`src/rtl/wb_port_arbiter_if.sv`:
```
// Bundle of the WB-stage, MDU-result and register-file write signals around wb_port_arbiter.
// The arbiter uses the slave modport; the pipeline/MDU/regfile side uses the master modport.
interface wb_port_arbiter_if;
    logic        wb_valid;
    logic [1:0]  wb_sel;
    logic [4:0]  wb_rd;
    logic [31:0] wb_alu;
    logic [31:0] wb_mem;
    logic [31:0] wb_link;
    logic        mdu_valid;
    logic [4:0]  mdu_rd;
    logic [31:0] mdu_data;
    logic        mdu_ready;
    logic        pipe_stall;
    logic        rf_we;
    logic [4:0]  rf_wa;
    logic [31:0] rf_wd;
    logic [1:0]  pend_cnt;

    modport master (
        output wb_valid, wb_sel, wb_rd, wb_alu, wb_mem, wb_link,
        output mdu_valid, mdu_rd, mdu_data,
        input  mdu_ready, pipe_stall, rf_we, rf_wa, rf_wd, pend_cnt
    );

    modport slave (
        input  wb_valid, wb_sel, wb_rd, wb_alu, wb_mem, wb_link,
        input  mdu_valid, mdu_rd, mdu_data,
        output mdu_ready, pipe_stall, rf_we, rf_wa, rf_wd, pend_cnt
    );
endinterface

```
`src/rtl/wb_port_arbiter.sv`:
```
// Shares the single register-file write port between the pipeline WB stage and a 2-deep MDU result FIFO.
// Optional macro WB_ZERO_FILTER_EN: grants targeting register 0 are consumed without writing.
module wb_port_arbiter #(
    parameter int STARVE_LIMIT = 4
) (
    input logic              clk,
    input logic              rst_n,
    wb_port_arbiter_if.slave bus
);

    localparam logic [3:0] LIMIT = 4'(STARVE_LIMIT);

    logic [1:0]  cnt;
    logic [1:0]  cnt_nxt;
    logic [4:0]  rd0, rd1;
    logic [31:0] d0, d1;
    logic [3:0]  age;
    logic        stall;
    logic        push;
    logic        pop;
    logic        wr_hi;
    logic        g_we;
    logic [4:0]  g_rd;
    logic [31:0] g_data;

    assign stall         = (age == LIMIT);
    assign bus.pipe_stall = stall;
    assign bus.mdu_ready  = (cnt != 2'd2);
    assign bus.pend_cnt   = cnt;
    assign push          = bus.mdu_valid && (cnt != 2'd2);
    assign cnt_nxt       = cnt + {1'b0, push} - {1'b0, pop};
    // A push lands behind the head only when one entry stays resident this cycle.
    assign wr_hi         = (cnt == 2'd1) && !pop;

    always_comb begin
        pop    = 1'b0;
        g_we   = 1'b0;
        g_rd   = rd0;
        g_data = d0;
        if (stall) begin
            pop  = 1'b1;
            g_we = 1'b1;
        end else if (bus.wb_valid) begin
            g_rd = bus.wb_rd;
            case (bus.wb_sel)
                2'b00: begin g_we = 1'b1; g_data = bus.wb_alu;  end
                2'b01: begin g_we = 1'b1; g_data = bus.wb_mem;  end
                2'b10: begin g_we = 1'b1; g_data = bus.wb_link; end
                default: begin g_we = 1'b0; g_data = bus.wb_alu; end
            endcase
        end else if (cnt != 2'd0) begin
            pop  = 1'b1;
            g_we = 1'b1;
        end
`ifdef WB_ZERO_FILTER_EN
        if (g_rd == 5'd0) begin
            g_we = 1'b0;
        end
`endif
    end

    always_ff @(posedge clk or negedge rst_n) begin
        if (!rst_n) begin
            cnt <= 2'd0;
            rd0 <= 5'd0;
            rd1 <= 5'd0;
            d0  <= 32'd0;
            d1  <= 32'd0;
            age <= 4'd0;
        end else begin
            cnt <= cnt_nxt;
            if (pop) begin
                rd0 <= rd1;
                d0  <= d1;
            end
            if (push) begin
                if (wr_hi) begin
                    rd1 <= bus.mdu_rd;
                    d1  <= bus.mdu_data;
                end else begin
                    rd0 <= bus.mdu_rd;
                    d0  <= bus.mdu_data;
                end
            end
            if (pop || cnt == 2'd0) begin
                age <= 4'd0;
            end else if (age != LIMIT) begin
                age <= age + 4'd1;
            end
        end
    end

    always_ff @(posedge clk or negedge rst_n) begin
        if (!rst_n) begin
            bus.rf_we <= 1'b0;
            bus.rf_wa <= 5'd0;
            bus.rf_wd <= 32'd0;
        end else begin
            bus.rf_we <= g_we;
            if (g_we) begin
                bus.rf_wa <= g_rd;
                bus.rf_wd <= g_data;
            end
        end
    end

endmodule

```
`src/flat_wrapper.sv`:
```
// flat-port wrapper written by rule: the top's interface ports become plain ports
module wb_port_arbiter_flat 
#(
    parameter int STARVE_LIMIT = 4
)
  (clk, rst_n, bus_wb_valid, bus_wb_sel, bus_wb_rd, bus_wb_alu, bus_wb_mem, bus_wb_link, bus_mdu_valid, bus_mdu_rd, bus_mdu_data, bus_mdu_ready, bus_pipe_stall, bus_rf_we, bus_rf_wa, bus_rf_wd, bus_pend_cnt);
  wb_port_arbiter_if bus_i ();
  input logic clk;
  input logic rst_n;
  input wire logic [$bits(bus_i.wb_valid)-1:0] bus_wb_valid;
  input wire logic [$bits(bus_i.wb_sel)-1:0] bus_wb_sel;
  input wire logic [$bits(bus_i.wb_rd)-1:0] bus_wb_rd;
  input wire logic [$bits(bus_i.wb_alu)-1:0] bus_wb_alu;
  input wire logic [$bits(bus_i.wb_mem)-1:0] bus_wb_mem;
  input wire logic [$bits(bus_i.wb_link)-1:0] bus_wb_link;
  input wire logic [$bits(bus_i.mdu_valid)-1:0] bus_mdu_valid;
  input wire logic [$bits(bus_i.mdu_rd)-1:0] bus_mdu_rd;
  input wire logic [$bits(bus_i.mdu_data)-1:0] bus_mdu_data;
  output wire logic [$bits(bus_i.mdu_ready)-1:0] bus_mdu_ready;
  output wire logic [$bits(bus_i.pipe_stall)-1:0] bus_pipe_stall;
  output wire logic [$bits(bus_i.rf_we)-1:0] bus_rf_we;
  output wire logic [$bits(bus_i.rf_wa)-1:0] bus_rf_wa;
  output wire logic [$bits(bus_i.rf_wd)-1:0] bus_rf_wd;
  output wire logic [$bits(bus_i.pend_cnt)-1:0] bus_pend_cnt;
  assign bus_i.wb_valid = bus_wb_valid;
  assign bus_i.wb_sel = bus_wb_sel;
  assign bus_i.wb_rd = bus_wb_rd;
  assign bus_i.wb_alu = bus_wb_alu;
  assign bus_i.wb_mem = bus_wb_mem;
  assign bus_i.wb_link = bus_wb_link;
  assign bus_i.mdu_valid = bus_mdu_valid;
  assign bus_i.mdu_rd = bus_mdu_rd;
  assign bus_i.mdu_data = bus_mdu_data;
  assign bus_mdu_ready = bus_i.mdu_ready;
  assign bus_pipe_stall = bus_i.pipe_stall;
  assign bus_rf_we = bus_i.rf_we;
  assign bus_rf_wa = bus_i.rf_wa;
  assign bus_rf_wd = bus_i.rf_wd;
  assign bus_pend_cnt = bus_i.pend_cnt;
  wb_port_arbiter #(.STARVE_LIMIT(STARVE_LIMIT)) u_core (.clk(clk), .rst_n(rst_n), .bus(bus_i));
endmodule
```
`config.mk`:
```
export PLATFORM = sky130hd
export DESIGN_NAME = wb_port_arbiter_flat
export DESIGN_NICKNAME = d
export VERILOG_FILES = /design/src/rtl/wb_port_arbiter_if.sv /design/src/rtl/wb_port_arbiter.sv /design/src/flat_wrapper.sv
export SDC_FILE = /design/constraint.sdc
export NUM_CORES = 1
export LEC_CHECK = 0
export ABC_AREA = 0
export CAP_MARGIN = 20
export CORE_MARGIN = 1.5
export CORE_UTILIZATION = 58
export CTS_CLUSTER_DIAMETER = 50
export DETAILED_ROUTE_END_ITERATION = 10
export DONT_BUFFER_PORTS = 1
export HOLD_SLACK_MARGIN = 0.12
export PLACE_DENSITY = 0.75
export SLEW_MARGIN = 0
export SYNTH_ARGS = -nofsm -noshare
export SYNTH_HDL_FRONTEND = slang
export SYNTH_SLANG_ARGS = --single-unit
export TNS_END_PERCENT = 5
```
`constraint.sdc`:
```
create_clock -name clk -period 2.21 [get_ports clk]
set_clock_uncertainty 0.05 [all_clocks]
set_input_delay 0.221 -clock clk [delete_from_list [all_inputs] [get_ports clk]]
set_output_delay 0.221 -clock clk [all_outputs]
set_load 0.005 [all_outputs]
```
==> reports/qor.json <==
{
  "outcome": {"value": "finished with violations"},
  "violations": {"value": "hold timing"},
  "routed_wirelength": {"value": 21000, "unit": "um"},
  "postSynthNetCount": {"value": 757},
  "global_route_wire_length_before_repair": {"value": 31700, "unit": "um"},
  "synth.lib_cells_used.distinct": {"value": 30},
  "final_net_count": {"value": 843},
  "drt_first_iter_violations": {"value": 848},
  "diodes_inserted": {"value": 0},
  "cell_row_count": {"value": 37},
  "ios": {"value": 186},
  "worstSetupPathType": {"value": "flop to output port"},
  "fin_crit": {"value": 2.16, "unit": "ns"},
  "crit_path_end_kind": {"value": "output port"},
  "synth_top_cells_by_count": {"value": "sky130_fd_sc_hd__dfrtp_1, sky130_fd_sc_hd__a31oi_1, sky130_fd_sc_hd__o21ai_0, sky130_fd_sc_hd__clkbuf_1, sky130_fd_sc_hd__nand3_1"},
  "yosysTopAreaCell": {"value": "sky130_fd_sc_hd__dfrtp_1"},
  "syn2layout_area_growth": {"value": 29.9, "unit": "%"},
  "post_synth.cell_area_avg": {"value": 10.3, "unit": "um^2"},
  "netlist_top_cells_area": {"value": "sky130_fd_sc_hd__dfrtp_1, sky130_fd_sc_hd__a31oi_1, sky130_fd_sc_hd__mux2_1"},
  "power_density": {"value": 1150, "unit": "mW/mm^2"},
  "async_reset_ff_frac": {"value": 1.00},
  "transition_time_at_the_pin_with_the_least_slew_margin": {"value": 0.644, "unit": "ns"},
  "setup.worst_path.start_class": {"value": "flop"},
  "tritoncts": {"value": "built"},
  "design_power_total": {"value": 9.40, "unit": "mW"},
  "finalSetupViolCount": {"value": 0},
  "largest_net_degree_at_the_start_of_global_routing": {"value": 119},
  "drc": {"value": 0},
  "synth-edff-count": {"value": 0},
  "worst_path_arrival_time": {"value": 1.88, "unit": "ns"},
  "grt_antenna_before_repair": {"value": 0},
  "ctsRootBufferMaster": {"value": "sky130_fd_sc_hd__clkbuf_8"},
  "detailedPlacementHpwl": {"value": 11900, "unit": "um"},
  "timing.critical_path.cells": {"value": "inv_2 > ha_2 > nand3b_4 > inv_2 > buf_4"},
  "drtPass1Iterations": {"value": 9},
  "clock_latency": {"value": 0.51, "unit": "ns"},
  "cts.reportedPaths.clkPinSlew": {"value": 0.05, "unit": "ns"},
  "synth.yosys.warnings": {"value": 0},
  "cts_made_buffers": {"value": 17},
  "worst_ir_drop_vdd": {"value": 591, "unit": "uV"},
  "critical_path_required": {"value": 1.94, "unit": "ns"},
  "yosysSeqAreaShare": {"value": 0.471},
  "synthFlopType": {"value": "sky130_fd_sc_hd__dfrtp_1"},
  "synth_top_area_share": {"value": 0.471},
  "share_of_cells_above_drive_strength_1": {"value": 0.0882},
  "register_area": {"value": 0.00295, "unit": "mm^2"},
  "multi_input_area": {"value": 0.00288, "unit": "mm^2"},
  "setup_slack": {"value": 0.0550, "unit": "ns"},
  "pre_cts_slack": {"value": 0.167, "unit": "ns"},
  "port-buffer-count": {"value": 0},
  "grt_util_all_layers": {"value": 0.363},
  "core-area": {"value": 0.0104, "unit": "mm^2"},
  "yosysMostFrequentCell": {"value": "sky130_fd_sc_hd__dfrtp_1"},
  "setup_repair_after_global_routing_missed_its_margin": {"value": "true"},
  "cts-root-to-sink-buffers": {"value": 2},
  "max_cap_violations": {"value": 0},
  "ff2ff_setup_slack": {"value": 0.05, "unit": "ns"},
  "die_y": {"value": 107, "unit": "um"},
  "crit_path_frequent_cell": {"value": "sky130_fd_sc_hd__inv_2"},
  "timing.critical_path.slowest_cell_delay": {"value": 0.41, "unit": "ns"},
  "crit_path_max_fanout": {"value": 18},
  "fp.dieArea": {"value": 0.0114, "unit": "mm^2"},
  "grt_overflow": {"value": 0},
  "initial_core_util": {"value": 0.602},
  "htreeDepth": {"value": 4},
  "final_core_utilization": {"value": 0.781},
  "routed-via-count": {"value": 6139},
  "timing_hold_violations_final": {"value": 118},
  "drtAntennaViolNets": {"value": 0},
  "max_clock_freq": {"value": 464, "unit": "MHz"},
  "die_width": {"value": 107, "unit": "um"},
  "maxSlewHeadroom": {"value": 0.559},
  "gpl.final_weighted_congestion": {"value": 0.831},
  "avgRoutedWirePerCell": {"value": 25.0, "unit": "um"},
  "crit_path_slowest_cell": {"value": "sky130_fd_sc_hd__dfrtp_1"},
  "fin_worst_hold_slack": {"value": -0.645, "unit": "ns"},
  "timing_max_transition_violations_final": {"value": 0},
  "cts-hold-fix-buffers": {"value": 128},
  "grt_pass1_vias": {"value": 5811},
  "vias_per_cell": {"value": 7.32},
  "timing.hold.worst.class": {"value": "primary input to async pin"},
  "syn-instance-count": {"value": 606},
  "fraction_of_the_cycle_the_final_worst_path_needs": {"value": 0.975},
  "tns": {"value": 0, "unit": "ns"},
  "netlist_area": {"value": 0.00627, "unit": "mm^2"},
  "clock_sinks": {"value": 118},
  "count_of_state_elements_after_synthesis": {"value": 118},
  "leakage_power_figure": {"value": 3.13, "unit": "nW"},
  "n_fill_cell": {"value": 606}
}
kinds of logic (layout without fill, tap and decap cells):
logic type      count (synthesis)  after routing  synth area share
xor+xnor                        4              4           0.00559
fa+ha+maj                       7              7            0.0140
mux                            37             37            0.0665
simple gates                   92             92            0.0859
flops                         118            118             0.471
compound gates                253            253             0.286
buf+inv                        95            192            0.0709
cell usage in the layout (no fill, tap or decap), types with 2 or more instances in the layout:
| master | instances |
|---|---|
| sky130_fd_sc_hd__dfrtp_1 | 118 |
| sky130_fd_sc_hd__o21ai_0 | 74 |
| sky130_fd_sc_hd__inv_1 | 8 |
| sky130_fd_sc_hd__clkbuf_8 | 8 |
| sky130_fd_sc_hd__clkbuf_16 | 17 |
| sky130_fd_sc_hd__clkinv_2 | 3 |
| sky130_fd_sc_hd__buf_16 | 3 |
| sky130_fd_sc_hd__a2111oi_0 | 36 |
| sky130_fd_sc_hd__nor2b_2 | 2 |
| sky130_fd_sc_hd__ha_1 | 6 |
| sky130_fd_sc_hd__a31oi_1 | 74 |
| sky130_fd_sc_hd__o2111ai_1 | 32 |
| sky130_fd_sc_hd__nand3_1 | 43 |
| sky130_fd_sc_hd__inv_2 | 4 |
| sky130_fd_sc_hd__dlygate4sd3_1 | 127 |
| sky130_fd_sc_hd__mux2_1 | 37 |
| sky130_fd_sc_hd__buf_4 | 16 |
| sky130_fd_sc_hd__nor2_1 | 5 |
| sky130_fd_sc_hd__clkbuf_1 | 3 |
| sky130_fd_sc_hd__a221o_1 | 32 |
| sky130_fd_sc_hd__nor4_1 | 37 |
| sky130_fd_sc_hd__buf_12 | 2 |
| sky130_fd_sc_hd__xnor2_1 | 3 |
repair_timing:
item	4_1_cts	5_1_grt
gates resized for setup	0	5
setup endpoints to repair	0	5
endpoints found under the hold margin	233	118
setup buffers	0	0
routing by layer:
layer / share of wire / track usage / up-vias
met1: 0.39 / 0.476 / 2973
met2: 0.47 / 0.547 / 455
met4: 0.034 / 0.169 / 0
met3: 0.11 / 0.120 / 80
li1: - / - / 2631
met5: 0 / 0 / -
cell type report:
type	instances	area share
clock inverter	3	0.00185
sequential	118	0.363
timing repair buffer	150	0.191
inverter	12	0.00554
clock buffer	27	0.0641
tap	136	0.0209
multi-input combinational	393	0.354
worst max-delay path: cells and delay by family (launching register included):
family | cells | cell delay [ns]
adder cells (fa/ha/maj) | 1 | 0.19
AND/OR/NAND/NOR | 1 | 0.25
buffers and inverters | 3 | 0.52
flip-flops | 1 | 0.41
per-stage QoR:
stage / area [um^2] / std cells
after CTS: 8040 / 836
after global routing: 8140 / 839
after floorplan: 6270 / 606
after detailed placement: 6210 / 678
final: 8140 / 839
after global placement: 6210 / 678
registers in the layout, indices dropped and copies added, names as in the netlist:
register             cells
u_core.bus.rf_we         1
u_core.age               4
u_core.rd1               5
u_core.bus.pend_cnt      2
u_core.bus.rf_wa         5
u_core.rd0               5
u_core.d1               32
u_core.bus.rf_wd        32
u_core.d0               32
worst paths after layout:
check | from | endpoint | cells after the start
max in group asynchronous | rst_n | u_core.d0[23] | 0
max reg2reg | u_core.age[0] | u_core.bus.rf_wa[2] | 7
max | u_core.age[0] | bus_pipe_stall | 5
min in group clk | bus_wb_mem[17] | u_core.bus.rf_wd[17] | 3
min | rst_n | u_core.d0[8] | 0
min reg2reg | u_core.d1[5] | u_core.d1[5] | 1
power by group:
| group | switching [mW] | total (mW) | internal (mW) |
|---|---|---|---|
| logic | 1.59 | 2.89 | 1.30 |
| registers | 0.819 | 4.04 | 3.22 |
| clock network | 0.895 | 2.46 | 1.57 |
No activity file was read; power rests on OpenSTA's default activity.
